<file path="src/rtl/nibble_serial_adder_ctrl.sv">
// rtl/nibble_serial_adder_ctrl.sv - W-bit add/subtract sequenced one nibble per cycle through a shared 4-bit adder
module adder (
  input  logic [3:0] A,
  input  logic [3:0] B,
  input  logic       Cin,
  output logic [3:0] S,
  output logic       Cout
);
  logic [4:0] total;

  assign total = {1'b0, A} + {1'b0, B} + {4'b0000, Cin};
  assign S     = total[3:0];
  assign Cout  = total[4];
endmodule

module nibble_serial_adder_ctrl #(
  parameter  int NIBBLES = 4,
  localparam int W       = 4 * NIBBLES,
  localparam int IW      = $clog2(NIBBLES)
) (
  input  logic         clock,
  input  logic         resetn,
  input  logic         start,
  input  logic         sub,
  input  logic [W-1:0] a,
  input  logic [W-1:0] b,
  output logic         busy,
  output logic         done,
  output logic [W-1:0] sum,
  output logic         cout,
  output logic         overflow
);
  typedef enum logic [1:0] {
    S_IDLE = 2'd0,
    S_RUN  = 2'd1,
    S_DONE = 2'd2
  } state_t;

  state_t        state_q, state_d;
  logic [IW-1:0] idx_q, idx_d;
  logic          carry_q, carry_d;
  logic [W-1:0]  opa_q, opa_d;
  logic [W-1:0]  opb_q, opb_d;
  logic [W-1:0]  acc_q, acc_d;
  logic [W-1:0]  sum_q, sum_d;
  logic          cout_q, cout_d;
  logic          ovf_q, ovf_d;

  logic [3:0]    nib_a, nib_b, add_s;
  logic          add_cout;

  assign nib_a = opa_q[{idx_q, 2'b00} +: 4];
  assign nib_b = opb_q[{idx_q, 2'b00} +: 4];

  adder u_adder (
    .A    (nib_a),
    .B    (nib_b),
    .Cin  (carry_q),
    .S    (add_s),
    .Cout (add_cout)
  );

  always_comb begin
    state_d = state_q;
    idx_d   = idx_q;
    carry_d = carry_q;
    opa_d   = opa_q;
    opb_d   = opb_q;
    acc_d   = acc_q;
    sum_d   = sum_q;
    cout_d  = cout_q;
    ovf_d   = ovf_q;
    case (state_q)
      S_IDLE: begin
        if (start) begin
          // Subtraction becomes A + ~B + 1 by seeding the carry with sub.
          opa_d   = a;
          opb_d   = sub ? ~b : b;
          carry_d = sub;
          idx_d   = '0;
          state_d = S_RUN;
        end
      end
      S_RUN: begin
        acc_d[{idx_q, 2'b00} +: 4] = add_s;
        carry_d = add_cout;
        idx_d   = idx_q + IW'(1);
        if (idx_q == IW'(NIBBLES - 1)) begin
          sum_d   = acc_d;
          cout_d  = add_cout;
          ovf_d   = (opa_q[W-1] == opb_q[W-1]) && (add_s[3] != opa_q[W-1]);
          state_d = S_DONE;
        end
      end
      S_DONE:  state_d = S_IDLE;
      default: state_d = S_IDLE;
    endcase
  end

  always_ff @(posedge clock or negedge resetn) begin
    if (!resetn) begin
      state_q <= S_IDLE;
      idx_q   <= '0;
      carry_q <= 1'b0;
      opa_q   <= '0;
      opb_q   <= '0;
      acc_q   <= '0;
      sum_q   <= '0;
      cout_q  <= 1'b0;
      ovf_q   <= 1'b0;
    end else begin
      state_q <= state_d;
      idx_q   <= idx_d;
      carry_q <= carry_d;
      opa_q   <= opa_d;
      opb_q   <= opb_d;
      acc_q   <= acc_d;
      sum_q   <= sum_d;
      cout_q  <= cout_d;
      ovf_q   <= ovf_d;
    end
  end

  assign busy     = (state_q == S_RUN);
  assign done     = (state_q == S_DONE);
  assign sum      = sum_q;
  assign cout     = cout_q;
  assign overflow = ovf_q;
endmodule
</file>
<file path="config.mk">
export PLATFORM = sky130hd
export DESIGN_NAME = nibble_serial_adder_ctrl
export DESIGN_NICKNAME = d
export VERILOG_FILES = /design/src/rtl/nibble_serial_adder_ctrl.sv
export SDC_FILE = /design/constraint.sdc
export NUM_CORES = 1
export LEC_CHECK = 0
export ABC_AREA = 1
export BUFFER_PORTS_ARGS = -buffer_cell sky130_fd_sc_hd__clkbuf_2
export CAP_MARGIN = 10
export CORE_ASPECT_RATIO = 0.8
export CORE_MARGIN = 2
export CORE_UTILIZATION = 55
export CTS_CLUSTER_SIZE = 10
export DETAILED_ROUTE_END_ITERATION = 7
export HOLD_SLACK_MARGIN = 0.06
export PLACE_DENSITY = 0.78
export REMOVE_ABC_BUFFERS = 1
export SKIP_LAST_GASP = 1
export SLEW_MARGIN = 20
export SYNTH_ARGS = -nofsm -noshare
export SYNTH_HDL_FRONTEND = slang
export SYNTH_HIERARCHICAL = 1
export SYNTH_SLANG_ARGS = --single-unit
</file>
<file path="constraint.sdc">
create_clock -name clock -period 3.4 [get_ports clock]
set_input_delay 0.34 -clock clock [delete_from_list [all_inputs] [get_ports clock]]
set_output_delay 0.34 -clock clock [all_outputs]
set_load 0.05 [all_outputs]
</file>
* After elaboration in Yosys (flattened, before gate mapping)
Index checks and enable logic that the tools add are counted.
** Operators by class
- $mul :: 0
- Bitwise gates (word level) :: 1
- Mux-type cells :: 9
- Reductions and logical operators :: 7
- Eq/ne operators :: 7
- Magnitude comparators :: 0
- Add/sub/neg operators :: 4
- Divide/modulo/power cells :: 0
- Shifts and indexed selects :: 4
** Operators with widths (count)
- $shiftx 16x5->4 :: 2
- $bwmux 16 :: 1
- $mux 16 :: 1
- $not 16->16 :: 1
- $shift 4x6->16 const A :: 1
- $shiftx 4x6->16 :: 1
- $pmux 2 s2 :: 2
- $reduce_and 2->1 :: 4
- $mux 2 :: 3
- $neg 4->6 :: 1
- $add 4x4->5 :: 1
- $add 5x1->5 :: 1
- $eq 2x2->1 const B :: 2
- $add 2x1->2 const B :: 1
- $eq 2x1->1 const B :: 1
- $logic_not 2->1 :: 1
- $ne 2x1->1 const B :: 1
- $ne 2x2->1 const B :: 1
- $pmux 1 s2 :: 1
- $reduce_bool 2->1 :: 1
- $eq 1x1->1 :: 1
- $logic_and 1x1->1 :: 1
- $mux 1 :: 1
- $ne 1x1->1 :: 1
** Word-level totals
- Output and inout bits :: 20
- Register bits :: 71
- Memory bits (writable) :: 0
- Memories kept :: 0
- Input bits :: 36
- Latch bits :: 0
- Bits in read-only memories :: 0

* Longest topological paths before layout
Gate-level depths: netlist (run 1).
- Depth after elaboration :: 5
- Mapped depth :: 16

* Cells and area by module
Netlist (run 1), hierarchy kept.
** By module, submodules not included
- nibble_serial_adder_ctrl :: area each 3270.6 sq um, instances 1, cells an instance 403
- adder :: area each 165.2 sq um, instances 1, cells an instance 25

* Worst setup path after synthesis (run 1)
Ideal clock, no wire load.
- Path kind :: flip-flop to flip-flop
- From :: register idx_q[0]
- To :: register acc_q[6]
- Setup slack :: 0.924 ns
- Arrival time :: 2.410 ns
- Clock period less this slack :: 2.476 ns
- Required time :: 3.334 ns
- Cell stages (with the launch flop) :: 16
- Path through :: dfrtp_1 -> buf_4 -> inv_1 -> buf_2 -> nor2_1 -> o22ai_1 -> fa_1 -> inv_1 -> fa_1 -> xnor2_1 -> nand2_1 -> nor2_1 -> nand2_1 -> nand2_1 -> nand2_1 -> nand2_1
** On the way
- Word-level cells in the longest chain between the ends :: 5
** RTL lines
- start: declaration :: line 40 : logic [IW-1:0] idx_q, idx_d;
- start signal: assignment :: line 113 : idx_q <= idx_d;
- $shiftx 16x5->4 :: line 52 : assign nib_a = opa_q[{idx_q, 2'b00} +: 4];
- via nib_a[0] :: line 49 : logic [3:0] nib_a, nib_b, add_s;
- $add 4x4->5 :: line 11 : assign total = {1'b0, A} + {1'b0, B} + {4'b0000, Cin};
- $add 5x1->5 :: line 11
- via add_s[2] :: line 49
- $shiftx 4x6->16 :: line 85 : acc_d[{idx_q, 2'b00} +: 4] = add_s;
- $bwmux 16 :: line 85
- end signal: assignment :: line 107 : acc_q <= '0;
- end signal: assignment :: line 117 : acc_q <= acc_d;
- end: declaration :: line 44 : logic [W-1:0] acc_q, acc_d;
The timed path passes the listed nets, and every way through them passes these cells.
A chain may end at the register's enable or synchronous reset.

* Worst setup path after layout (run 1)
- From :: register idx_q[1]
- To :: register acc_q[5]
The elaborated chain is that of the path after synthesis.

==> out/metrics.yaml, run 1 <==
synth:
  yosys_register_bits: 67
  synthDistinctLibCells: 27
  synth_top_area_frac: 0.4880
  ys_seq_area_frac: 0.4880
  synthesis.area_um2: 3436
  synth_area_per_cell_um2: 8.028
  yosysWarnings: 6
  synth_area_leader_cell: "dfrtp_1"
  ys_top_cells_by_area: "dfrtp_1 49%, nand2_1 21%, o21ai_0 5.0%, xnor2_1 4.3%, nor2_1 3.4%"
  synthCells: 428
placement:
  place_hpwl_um: 5262
  gp_congestion: 0.8971
  portBuffers: 55
timing:
  finClkSkew_ns: 0.005587
  post-route-period-util: 0.8053
  finalHoldViolations: 0
  fmax_mhz: 365.2
  setup_viol: 0
  slew_viol_final: 0
  timing.hold.ws_ns: 0.1200
  rsz0062_at_grt: "no"
  fin_tns_setup_ns: 0
  worst_pin_slew_ns: 0.9004
  max-slew-margin-rel: 0.3998
  fin_crit_ns: 2.738
detailed_routing:
  drt-pass1-iter-count: 4
  num_vias: 2861
  wl_per_cell_um: 12.90
  ant_nets: 0
  routed_wl_um: 7290
  drt-initial-drc-count: 169
  drcViolationCount: 0
  vias_per_cell: 5.064
worst_setup_path:
  crit_type: "flop to flop"
  ff2ff_path_depth: 13
  cp_data_required_time_ns: 3.68
  worstPathArrival_ns: 3.02
  start_kind: "flop"
  cp-end-kind: "flop"
  worstPathMaxFanout: 12
die:
  chipHeight_um: 74.70
  die_area_um2: 6899
  core.rowCount: 25
  initial_core_util: 0.5751
  core_area_um2: 5974
  die_x_um: 92.37
  io_pins: 56
global_routing:
  met2_usage: 0.3690
  track_usage: 0.2350
  met1_usage: 0.3276
  grt_antenna_before_repair: 0
  globalRouteMet3Util: 0.05005
  grt_pass1_wl_um: 12650
  grt_pass1_vias: 2818
  gr-total-overflow: 0
  grt_start_max_net_pins: 49
  grt_busiest_layer: "met2"
clock_tree:
  cts-htree-levels: 3
  cts_resized: 0
  cts_tree: "built"
  ctsRootBufferMaster: "clkbuf_8"
  cts_setup_buffers: 0
  cts_sinks: 67
  holdBufCountCts: 0
  insertion_delay_ns: 0.34
  clk_pin_slew_ns: 0.07
  clk_path_buf_depth: 2
  numCtsBuffers: 9
layout:
  area_growth_pct: 12.71
  num-nets-final: 526
  nFillCells: 521
  drive_gt1_frac: 0.1756
  n_antenna_cell: 0
  final_common_cell: "nand2_1"
  final_cell_mix: "188 x nand2_1, 67 x dfrtp_1, 54 x clkbuf_2"
min_path:
  hold_class: "input port to async pin"
pwr:
  p_leak_nw: 2.134
  power.density_nw_per_um2: 1072
  vdd_drop_max_mv: 0.5494
outcome:
  status: "complete, no violations"
job:
  cap_violations: 0
-- final cells by class --
class / instances / area [um2] / area share
Inverter: 25 / 95.09 / 0.02456
Sequential cell: 67 / 1677 / 0.4330
Timing Repair Buffer: 59 / 305.3 / 0.07884
Multi-Input combinational cell: 318 / 1534 / 0.3961
Tap cell: 81 / 101.3 / 0.02617
Clock inverter: 3 / 15.01 / 0.003877
Clock buffer: 12 / 145.1 / 0.03748
-- stage by stage --
stage / total power, mW / cell area [um2] / util / setup WS [ns] / instances
after global placement: 3.542 / 3712 / 0.6214 / 0.7959 / 550
after CTS: 4.164 / 3872 / 0.6482 / 0.6719 / 565
final: 4.152 / 3872 / 0.6482 / 0.6621 / 565
after detailed placement: 3.592 / 3712 / 0.6214 / 0.7142 / 550
after floorplan: 3.017 / 3306 / - / 0.6898 / 410
after global routing: 4.553 / 3872 / 0.6482 / 0.4016 / 565
-- state kept, by name, indices dropped and copies added, names as in the netlist --
signal / cells
cout: 1
overflow: 1
sum: 16
opb_q: 16
idx_q: 2
state_q: 2
carry_q: 1
acc_q: 12
opa_q: 16
-- kinds of logic (layout without fill, tap and decap cells) --
group,after synthesis,in the layout,synth area share
adders and majority gates,10,10,0.04079
xor gates and xnor gates,17,17,0.04333
AOI/OAI and AO/OA,51,51,0.08266
buffers and inverters,43,99,0.06555
DFF,67,67,0.4880
and+or+nand+nor,240,240,0.2797
-- synthesized netlist by cell type --
| library cell | number |
|---|---|
| nor2_4 | 1 |
| clkinv_2 | 1 |
| o211ai_1 | 1 |
| nor2_8 | 1 |
| clkinv_1 | 1 |
| nand3_1 | 12 |
| o21ai_1 | 1 |
| inv_1 | 19 |
| nor3_1 | 1 |
| xnor2_1 | 17 |
| o22ai_1 | 9 |
| o21ai_2 | 4 |
| nand4_1 | 4 |
| nor2_1 | 31 |
| clkbuf_1 | 3 |
| inv_2 | 4 |
| dfrtp_1 | 67 |
| fa_1 | 2 |
| buf_6 | 5 |
| nand2_2 | 1 |
| buf_4 | 5 |
| ha_1 | 8 |
| buf_2 | 5 |
| o21ai_0 | 34 |
| nand2_1 | 188 |
| a21oi_1 | 2 |
| nand2_4 | 1 |
-- worst max-delay path, stage by stage (launching register included) --
cell and delay (ns):
dfrtp_1 0.52, clkinv_1 0.36, o21ai_0 0.17, o22ai_1 0.13, fa_1 0.47, inv_1 0.09, fa_1 0.40, inv_1 0.10
nand2_1 0.07, nor2_1 0.09, nand2_1 0.06, nand2_1 0.09, nand2_1 0.06, nand2_1 0.07
-- power breakdown --
part           leakage [nW]  total (mW)  internal (mW)  switching (mW)
combinational          1.18        2.24          0.685            1.56
clock                0.0860       0.561          0.277           0.283
sequential            0.872        1.35           1.13           0.218
total                  2.13        4.15           2.09            2.06
-- routing by layer --
metal  vias to the layer above  part of all wire  wire length [um]
met3                         9             0.055               398
met4                         0             0.012                87
met5                         -                 0                 0
met2                        75              0.44              3224
met1                      1334              0.49              3580
li1                       1443                 -                 -
-- path summary, 6_finish.rpt --
kind	start	endpoint	slack, ns
max reg2reg	idx_q[1]$_DFFE_PN0P_	acc_q[5]$_DFFE_PN0P_	0.66
min	resetn	opb_q[5]$_DFFE_PN0P_	0.12
min in group clock	a[3]	opa_q[3]$_DFFE_PN0P_	0.20
max in group asynchronous	resetn	opa_q[4]$_DFFE_PN0P_	2.53
max	idx_q[1]$_DFFE_PN0P_	acc_q[5]$_DFFE_PN0P_	0.66
min reg2reg	opa_q[7]$_DFFE_PN0P_	opa_q[7]$_DFFE_PN0P_	0.47
No activity file was read; power rests on OpenSTA's default activity.
==> run 2: changes to the inputs <==
CORE_UTILIZATION = 51   (was 55)
PLACE_DENSITY = 0.76   (was 0.78)
clock period = 2.3 ns   (was 3.4 ns; I/O delays follow)
==> out/metrics.yaml, run 2 (synthesized netlist as in run 1, its figures left out) <==
die:
  chipHeight_um: 77.42
  core.rowCount: 26
  core_area_um2: 6441
  io_pins: 56
  die_x_um: 95.77
  initial_core_util: 0.5334
  die_area_um2: 7414
placement:
  gp_congestion: 0.9561
  dp.cells: 566
  place_hpwl_um: 5492
  portBuffers: 55
worst_setup_path:
  cp-end-kind: "flop"
  ff2ff_path_depth: 12
  crit_path_top_delay_cell: "dfrtp_1"
  crit_chain: "inv_2 -> buf_4 -> o21ai_0 -> o22ai_2 -> inv_2 -> fa_2 -> xnor2_2 -> buf_4 -> nand4_1 -> nand2_1 -> nand2_1 -> nand2_1"
  start_kind: "flop"
  cp_data_required_time_ns: 2.60
  crit_family: "buffers and inverters"
  cpMostUsedCell: "nand2_1"
  crit_start: "idx_q[0]$_DFFE_PN0P_"
  crit_type: "flop to flop"
  r2r_slack_ns: 0.03
  rr_endpoint: "acc_q[2]$_DFFE_PN0P_"
  path_buf_inv: 4
  worstPathMaxFanout: 7
  r2r_start: "idx_q[0]$_DFFE_PN0P_"
  worstPathArrival_ns: 2.57
  max_stage_delay_ns: 0.41
timing:
  finClkSkew_ns: 0.009126
  rsz0062_at_grt: "yes"
  fin_crit_ns: 2.267
  fin_tns_setup_ns: 0
  post-route-period-util: 0.9855
  slew_viol_final: 0
  finalHoldViolations: 0
  max-slew-margin-rel: 0.5160
  worst_pin_slew_ns: 0.7250
  fmax_mhz: 441.2
  setup_viol: 0
  timing.hold.ws_ns: 0.07636
detailed_routing:
  routed_wl_um: 7949
  met1Wirelength_um: 3763
  num_vias: 2998
  highest_layer: "met4"
  ant_nets: 0
  drt-initial-drc-count: 139
  wl_met2_um: 3655
  met3_wirelength_um: 431
  vias_per_cell: 5.090
  drcViolationCount: 0
  wl_per_cell_um: 13.50
  drt-pass1-iter-count: 4
job:
  cap_violations: 0
min_path:
  holdPathStages: 3
  hp-start: "a[5]"
  hold_class: "input port to flop"
  worstHoldEndpoint: "opa_q[5]$_DFFE_PN0P_"
pwr:
  p_leak_nw: 2.282
  vdd_drop_max_mv: 0.7060
  power.total_mw: 7.573
  power.density_nw_per_um2: 1788
layout:
  area_growth_pct: 23.31
  n_antenna_cell: 0
  num-nets-final: 546
  final_cell_mix: "186 x nand2_1, 66 x dfrtp_1, 55 x clkbuf_2"
  drive_gt1_frac: 0.2713
  finalNonFillerCells: 589
  final_common_cell: "nand2_1"
clock_tree:
  ctsRootBufferMaster: "clkbuf_8"
  cts_sinks: 67
  insertion_delay_ns: 0.36
  clk_path_buf_depth: 2
  cts-htree-levels: 3
  clk_pin_slew_ns: 0.08
  cts_tree: "built"
  numCtsBuffers: 9
global_routing:
  grt_pass1_wl_um: 13190
  gr-total-overflow: 0
  grt_antenna_before_repair: 0
  grt_pass1_vias: 2889
  grt_start_max_net_pins: 49
  track_usage: 0.2303
outcome:
  status: "complete, no violations"
## run 2: cell types whose count changed in the layout (fill, tap and decap cells not counted), moves of 3 or more
cell     delta
buf_4      +13
nor2_2      +4
buf_6       +4
o21ai_2     +3
o22ai_2     +5
o21ai_0     -8
o21ai_1     +5
o22ai_1     -5
inv_2       +6
nor2_1      -4
inv_1       -6
## run 2: routing by layer
layer,up-vias,track usage
li1,1484,-
met1,1424,0.3269
met2,79,0.3406
met3,11,0.06602
met4,0,0.07571
met5,-,0
## run 2: metrics by stage
stage / worst slack [ns] / cell area [um2] / utilization
after floorplan: -0.4102 / 3306 / -
after global placement: -0.04827 / 3826 / 0.5940
after detailed placement: -0.06844 / 3826 / 0.5940
after CTS: 0.0009417 / 4101 / 0.6368
after global routing: -0.09032 / 4237 / 0.6577
final: 0.03346 / 4237 / 0.6577
## run 2: worst register-to-register path: stages (launching register included)
cell,delay [ns]
dfrtp_1,0.41
inv_2,0.13
buf_4,0.15
o21ai_0,0.10
o22ai_2,0.25
inv_2,0.08
fa_2,0.39
xnor2_2,0.23
buf_4,0.14
nand4_1,0.09
nand2_1,0.12
nand2_1,0.06
nand2_1,0.06
## run 2: where the power goes
part	switching, mW	internal (mW)
clock network	0.469	0.639
registers	0.332	1.67
logic	2.77	1.69
## run 2: cell type report
type	instances	area [um2]
Inverter	25	96.34
Clock inverter	6	88.84
Fill cell	542	2205
Tap cell	84	105.1
Multi-Input combinational cell	318	1648
Sequential cell	67	1678
Timing Repair Buffer	79	483.0
Clock buffer	10	137.6
## run 2: worst max-delay path by stage
stage	to	depth (start not counted)
after floorplan	acc_q[5]$_DFFE_PN0P_	13
after global placement	sum[13]$_DFFE_PN0P_	11
after detailed placement	sum[5]$_DFFE_PN0P_	13
after CTS	sum[11]$_DFFE_PN0P_	15
after global routing	sum[6]$_DFFE_PN0P_	13
final	acc_q[2]$_DFFE_PN0P_	12
## run 2: what timing repair did
item,4_1_cts,5_1_grt
pin swaps,3,18
setup buffers,2,3
hold buffers,1,0
endpoints found under the setup margin,14,21
endpoints found under the hold margin,67,0
resized for setup,10,34
cloned,0,1
